--- config.mk ---
export PLATFORM = sky130hd
export DESIGN_NAME = irq_pending4_flat
export DESIGN_NICKNAME = d
export VERILOG_FILES = /design/src/rtl/irq_pending4_if.sv /design/src/rtl/irq_pending4.sv /design/src/flat_wrapper.sv
export SDC_FILE = /design/constraint.sdc
export NUM_CORES = 1
export LEC_CHECK = 0
export CORE_AREA = 2 2 39 41
export DETAILED_ROUTE_END_ITERATION = 10
export DIE_AREA = 0 0 41 43
export GPL_TIMING_DRIVEN = 0
export PLACE_DENSITY = 0.73
export SYNTH_ARGS = -nofsm -noshare
export SYNTH_HDL_FRONTEND = slang
export SYNTH_SLANG_ARGS = --single-unit
--- constraint.sdc ---
create_clock -name clk -period 1.6 [get_ports clk]
set_clock_uncertainty 0.1 [all_clocks]
set_input_delay 0.24 -clock clk [delete_from_list [all_inputs] [get_ports clk]]
set_output_delay 0.24 -clock clk [all_outputs]
set_load 0.03 [all_outputs]
--- src/rtl/irq_pending4_if.sv ---
// Request/mask/ack bundle between the CPU-side driver and the irq_pending4 latch stage.
// Optional ovf vector exists only when IRQ_OVERFLOW_EN is defined.
interface irq_pending4_if;
  logic [3:0] req;
  logic [3:0] mask;
  logic [3:0] w;
  logic       ack;
  logic [1:0] ack_id;
  logic       irq;
  logic       busy;
`ifdef IRQ_OVERFLOW_EN
  logic [3:0] ovf;

  modport master (output req, mask, ack, ack_id, input w, irq, busy, ovf);
  modport slave  (input req, mask, ack, ack_id, output w, irq, busy, ovf);
`else
  modport master (output req, mask, ack, ack_id, input w, irq, busy);
  modport slave  (input req, mask, ack, ack_id, output w, irq, busy);
`endif
endinterface

--- src/rtl/irq_pending4.sv ---
// Sticky 4-line interrupt pending latch with mask and notify/ack FSM; optional IRQ_OVERFLOW_EN adds ovf.
// Latency: req edge -> w after 1 edge, irq after 2 edges. No backpressure: ack is taken only in ASSERT.
module irq_pending4 #(
  parameter bit EDGE_MODE = 1'b1
) (
  input  logic          clk,
  input  logic          rst,
  irq_pending4_if.slave bus
);

  typedef enum logic [1:0] {
    IDLE    = 2'd0,
    ASSERT  = 2'd1,
    SERVICE = 2'd2
  } state_t;

  state_t     state_q, state_d;
  logic [3:0] pending_q, pending_d;
  logic [3:0] req_q, req_d;
  logic       irq_q, irq_d;
  logic       busy_q, busy_d;
  logic [3:0] set_vec;
  logic [3:0] clr;
  logic [3:0] w;
  logic       accept;

`ifdef IRQ_OVERFLOW_EN
  logic [3:0] ovf_q, ovf_d;
`endif

  always_comb begin
    req_d   = bus.req;
    set_vec = EDGE_MODE ? (bus.req & ~req_q) : bus.req;
    w       = pending_q & bus.mask;
    accept  = (state_q == ASSERT) && bus.ack;

    // ack is honoured even for a non-pending index; it then clears nothing.
    clr = 4'b0000;
    if (accept) begin
      clr[bus.ack_id] = 1'b1;
    end

    // A simultaneous set beats the clear so no event is dropped.
    pending_d = set_vec | (pending_q & ~clr);

    state_d = state_q;
    case (state_q)
      IDLE:    if (|w) state_d = ASSERT;
      ASSERT: begin
        if (accept)          state_d = SERVICE;
        else if (w == 4'b0)  state_d = IDLE;
      end
      SERVICE: state_d = IDLE;
      default: state_d = IDLE;
    endcase

    irq_d  = (state_d == ASSERT);
    busy_d = (state_d == SERVICE);

`ifdef IRQ_OVERFLOW_EN
    ovf_d = (set_vec & pending_q & ~clr) | (ovf_q & ~(clr & ~set_vec));
`endif
  end

  always_ff @(posedge clk) begin
    if (rst) begin
      state_q   <= IDLE;
      pending_q <= 4'b0000;
      req_q     <= 4'b0000;
      irq_q     <= 1'b0;
      busy_q    <= 1'b0;
`ifdef IRQ_OVERFLOW_EN
      ovf_q     <= 4'b0000;
`endif
    end else begin
      state_q   <= state_d;
      pending_q <= pending_d;
      req_q     <= req_d;
      irq_q     <= irq_d;
      busy_q    <= busy_d;
`ifdef IRQ_OVERFLOW_EN
      ovf_q     <= ovf_d;
`endif
    end
  end

  assign bus.w    = w;
  assign bus.irq  = irq_q;
  assign bus.busy = busy_q;
`ifdef IRQ_OVERFLOW_EN
  assign bus.ovf  = ovf_q;
`endif

endmodule
--- src/flat_wrapper.sv ---
// flat-port wrapper written by rule: the top's interface ports become plain ports
module irq_pending4_flat 
#(
  parameter bit EDGE_MODE = 1'b1
)
  (clk, rst, bus_req, bus_mask, bus_ack, bus_ack_id, bus_w, bus_irq, bus_busy);
  irq_pending4_if bus_i ();
  input  logic clk;
  input  logic rst;
  input wire logic [$bits(bus_i.req)-1:0] bus_req;
  input wire logic [$bits(bus_i.mask)-1:0] bus_mask;
  input wire logic [$bits(bus_i.ack)-1:0] bus_ack;
  input wire logic [$bits(bus_i.ack_id)-1:0] bus_ack_id;
  output wire logic [$bits(bus_i.w)-1:0] bus_w;
  output wire logic [$bits(bus_i.irq)-1:0] bus_irq;
  output wire logic [$bits(bus_i.busy)-1:0] bus_busy;
  assign bus_i.req = bus_req;
  assign bus_i.mask = bus_mask;
  assign bus_i.ack = bus_ack;
  assign bus_i.ack_id = bus_ack_id;
  assign bus_w = bus_i.w;
  assign bus_irq = bus_i.irq;
  assign bus_busy = bus_i.busy;
  irq_pending4 #(.EDGE_MODE(EDGE_MODE)) u_core (.clk(clk), .rst(rst), .bus(bus_i));
endmodule
# Word-level counts from Yosys, hierarchy flattened

Index checks and enable logic that the tools add are counted.
Widths: inputs -> output; s select.

Register bits: 12
Bits of input ports: 13
Output and inout port bits: 6
Logic and storage cells: 28

Magnitude comparators: 2
Equal/unequal tests: 3
Mux-type cells: 7
Bitwise gates (word level): 6
Reduce and logical (&&, ||, !) cells: 5

Operator list:

| operator           | number |
|---|---|
| $and 4x4->4        | 3 |
| $not 4->4          | 2 |
| $mux 2             | 3 |
| $eq 2x1->1 const B | 2 |
| $logic_not 4->1    | 1 |
| $mux 4             | 1 |
| $or 4x4->4         | 1 |
| $pmux 2 s2         | 1 |
| $reduce_or 4->1    | 1 |
| $lt 2x3->1 const B | 1 |
| $demux 1 s2        | 1 |
| $eq 2x2->1 const B | 1 |
| $ge 2x1->1 const B | 1 |
| $logic_and 1x1->1  | 2 |
| $logic_not 2->1    | 1 |
| $mux 1             | 1 |

# Logic depth before layout (Yosys ltp)

Depth after elaboration: 8
Mapped depth: 3
Gate-level depth less buffers: 3

# Worst setup path before layout

No wires, ideal clock.

Path kind: reg-to-reg
Start point: register u_core.pending_q[0]
End point: register u_core.irq_q (netlist: u_core.bus.irq)
Library setup time: 125 ps
Data arrival time: 912 ps
Path slack: 463 ps
Stages on the path, launching flop included: 3
Cells stage by stage: dfxtp_1 > and2_1 > o41a_1

Cells in the longest elaborated chain, start to end: 6
Elaborated cells between the ends (all ways): 8

RTL lines:

| item                   | RTL line           | RTL |
|---|---|---|
| from (decl)            | irq_pending4.sv:18 | `logic [3:0] pending_q, pending_d;` |
| from (signal assigned) | irq_pending4.sv:77 | `pending_q <= pending_d;` |
| $and 4x4->4 (*)        | irq_pending4.sv:34 | `w = pending_q & bus.mask;` |
| net bus_w[0]           | flat_wrapper.sv:14 | `output wire logic [$bits(bus_i.w)-1:0] bus_w;` |
| $logic_not 4->1        | irq_pending4.sv:51 | `else if (w == 4'b0) state_d = IDLE;` |
| $mux 2                 | irq_pending4.sv:51 |  |
| $mux 2                 | irq_pending4.sv:50 | `if (accept) state_d = SERVICE;` |
| $pmux 2 s2 (*)         | irq_pending4.sv:47 | `case (state_q)` |
| $eq 2x1->1 (*)         | irq_pending4.sv:57 | `irq_d = (state_d == ASSERT);` |
| to (signal assigned)   | irq_pending4.sv:79 | `irq_q <= irq_d;` |
| to (decl)              | irq_pending4.sv:20 | `logic irq_q, irq_d;` |

The timed path passes the listed nets; every way through them passes the cells marked *.
A chain may end at the register's enable or synchronous reset.

# Worst setup path in the final report

Start point: input bus_mask[3]
End point: output bus_w[3]

Cells in the longest elaborated chain, start to end: 1

RTL lines:

| item        | RTL line           | RTL |
|---|---|---|
| from (decl) | flat_wrapper.sv:11 | `input wire logic [$bits(bus_i.mask)-1:0] bus_mask;` |
| $and 4x4->4 | irq_pending4.sv:34 |  |
| to (decl)   | flat_wrapper.sv:14 |  |

No other way between the ends.

==> reports/metrics.csv <==
metric,value,unit
status,"finished, final reports clean",
drive_above_1_share,14.3,%
path_clk_slew,0.07,ns
peakVddDrop,0.000435,V
synth.most_common_cell,dfxtp_1,
grt_pass1_vias,331,
synthFlopType,dfxtp_1,
layout_worst_path_cycle_share,97.3,%
required,1.26,ns
r2r-start,u_core.pending_q[3],
area_growth,52.4,%
start_kind,primary input,
drtPass1Iterations,4,
antenna_found_initial,0,
h-tree-depth,1,
whs_path_depth,2,
ys_warn_count,0,
die_h,43,um
syn_nets,54,
num_io_pins,19,
hold_buffers,0,
crit_type,primary input to output port,
max_slew.worst_pin.slew,0.322,ns
design_area,669,um2
gr-usage-all-layers,11.2,%
yosys.area.top_type,dfxtp_1,
end_kind,output port,
clock-root-buffer,clkbuf_4,
drc,0,
hold_end,u_core.pending_q[0],
rsz0062_at_grt,no,
grt_pass1_wl,1.33,mm
dieArea,1760,um2
yosysTopAreaCellShare,54.7,%
vias,367,
fin_cells,79,
syn_area,439,um2
numPortBuffers,18,
cp.arrival,1.22,ns
synth_enable_flop_cells,0,
power_density,994,nW/um2
cp_max_fo,3,
synthArstFlopShare,0,%
crit_path_max_incr_delay,0.45,ns
leakagePower,0.294,nW
antenna_left,0,
cts_buffer_depth,2,
final-setup-viol-count,0,
seq_area_frac_synth,54.7,%
cts_setup_buffers,0,
ff2ff_path_depth,2,
row_count,14,
routedWlPerCell,11.1,um
dpl.cell_count,75,
start_util,31.7,%
maxClockFrequency,642,MHz
placed_cell_area,639,um2
reg2reg_slack,0.51,ns
gp_congestion,0.625,
drv_slew,0,
cp_slowest_cell,clkdlybuf4s50_1,
fin_nets,77,
avgSynthCellArea,10.7,um2
hpwlAfterDp,665,um
yosys_register_bits,12,
vias_per_cell,4.65,
ys_top_cells_by_area,"dfxtp_1 (55%), nand2b_1 (5.7%), nor2b_1 (5.7%)",
insertion_delay,0.27,ns
cts_tree,done,
die_w,41,um
core,1380,um2
grt.overflow.total,0,
synth_common_cells,"dfxtp_1 (12), a21oi_1 (4), nand2b_1 (4), nor2b_1 (4), o21ai_0 (4)",
r2r_end,u_core.bus.irq,
synth_cell_types,14,
drt-initial-drc-count,11,
hp-class,flop to flop,
cts_resized,5,
cap_viol_max_count,0,
grt_max_degree,11,
hold_start,u_core.pending_q[0],
period_needed,1.56,ns
routed_wl,878,um
antenna_cells,0,
synth_cells,41,
relSlewSlack,78.5,%
crit_path_cell_trace,clkdlybuf4s50_1 -> and2_4 -> dlygate4sd2_1,
hold_viol,0,
clock_sinks,12,
cts_buffers,3,
layout make-up:
type,instances,area (um2)
well taps,16,20.0
flip-flops and latches,12,240
inverters,1,3.75
fillers,142,714
repair buffers,18,174
clock buffers,4,36.3
plain buffers,1,5.00
multi-input cells,27,190
cells by family (layout without fill, tap and decap cells):
family	after synthesis	in the layout	share of synthesized area, %
AO/OA/AOI/OAI	11	11	16.0
flip-flops	12	12	54.7
AND/OR/NAND/NOR	16	16	27.3
buffers and inverters	2	24	1.99
cells in the final DEF, fill, tap and decap left out:
cell / instances
dlygate4sd2_1: 1
a21oi_1: 4
a211oi_1: 1
clkdlybuf4s15_1: 1
and2_4: 2
nand4bb_1: 1
dlymetal6s2s_1: 2
o21ai_0: 4
buf_2: 1
o41a_1: 2
nor2b_1: 4
dfxtp_1: 12
clkdlybuf4s50_1: 12
nor4bb_1: 2
clkbuf_4: 3
nand4b_1: 1
clkbuf_8: 1
clkbuf_2: 2
nand2b_1: 4
and2_1: 2
inv_1: 1
routing by layer:
| layer | routed length [um] | global-route usage, % | share of wire [%] | vias up |
|---|---|---|---|---|
| met5 | 0 | 0 | 0 | - |
| met4 | 0 | 6.00 | 0 | 0 |
| met3 | 118 | 4.19 | 13 | 0 |
| met2 | 398 | 16.9 | 45 | 18 |
| met1 | 361 | 13.1 | 41 | 156 |
| li1 | - | - | - | 193 |
state kept, by name, summed over array words and instances (netlist names):
register	count
u_core.pending_q	4
u_core.req_q	4
u_core.state_q	2
u_core.bus.busy	1
u_core.bus.irq	1
metrics by stage:
| step | hold WS (ns) | setup slack [ns] | TNS [ns] | utilization [%] | power (mW) |
|---|---|---|---|---|---|
| after global placement | 0.367 | -0.272 | -1.01 | 46.2 | 0.440 |
| final | 0.375 | 0.0433 | 0 | 48.4 | 0.665 |
| after CTS | 0.383 | 0.00172 | 0 | 48.6 | 0.673 |
| after detailed placement | 0.373 | -0.278 | -1.01 | 46.2 | 0.442 |
| after global routing | 0.413 | 0.000348 | 0 | 48.4 | 0.696 |
| after floorplan | 0.268 | 0.463 | 0 | - | 0.386 |
worst max-delay path: cells and delay by family:
kind / cells / cell delay (ns)
buf+inv: 2 / 0.84
simple gates: 1 / 0.14
worst max path at each step:
stage                              from        endpoint  cells after the start
finish                      bus_mask[3]        bus_w[3]                      3
floorplan           u_core.pending_q[0]  u_core.bus.irq                      2
detailed placement          bus_mask[1]        bus_w[1]                      3
global placement            bus_mask[1]        bus_w[1]                      3
global route                bus_mask[3]        bus_w[3]                      3
CTS                         bus_mask[0]        bus_w[0]                      3
report_power, final:
| part | switching [mW] | internal, mW |
|---|---|---|
| sequential | 0.00819 | 0.318 |
| clock | 0.0975 | 0.138 |
| combinational | 0.0452 | 0.0580 |
| total | 0.151 | 0.515 |
Power figures use the tool's default switching activity.
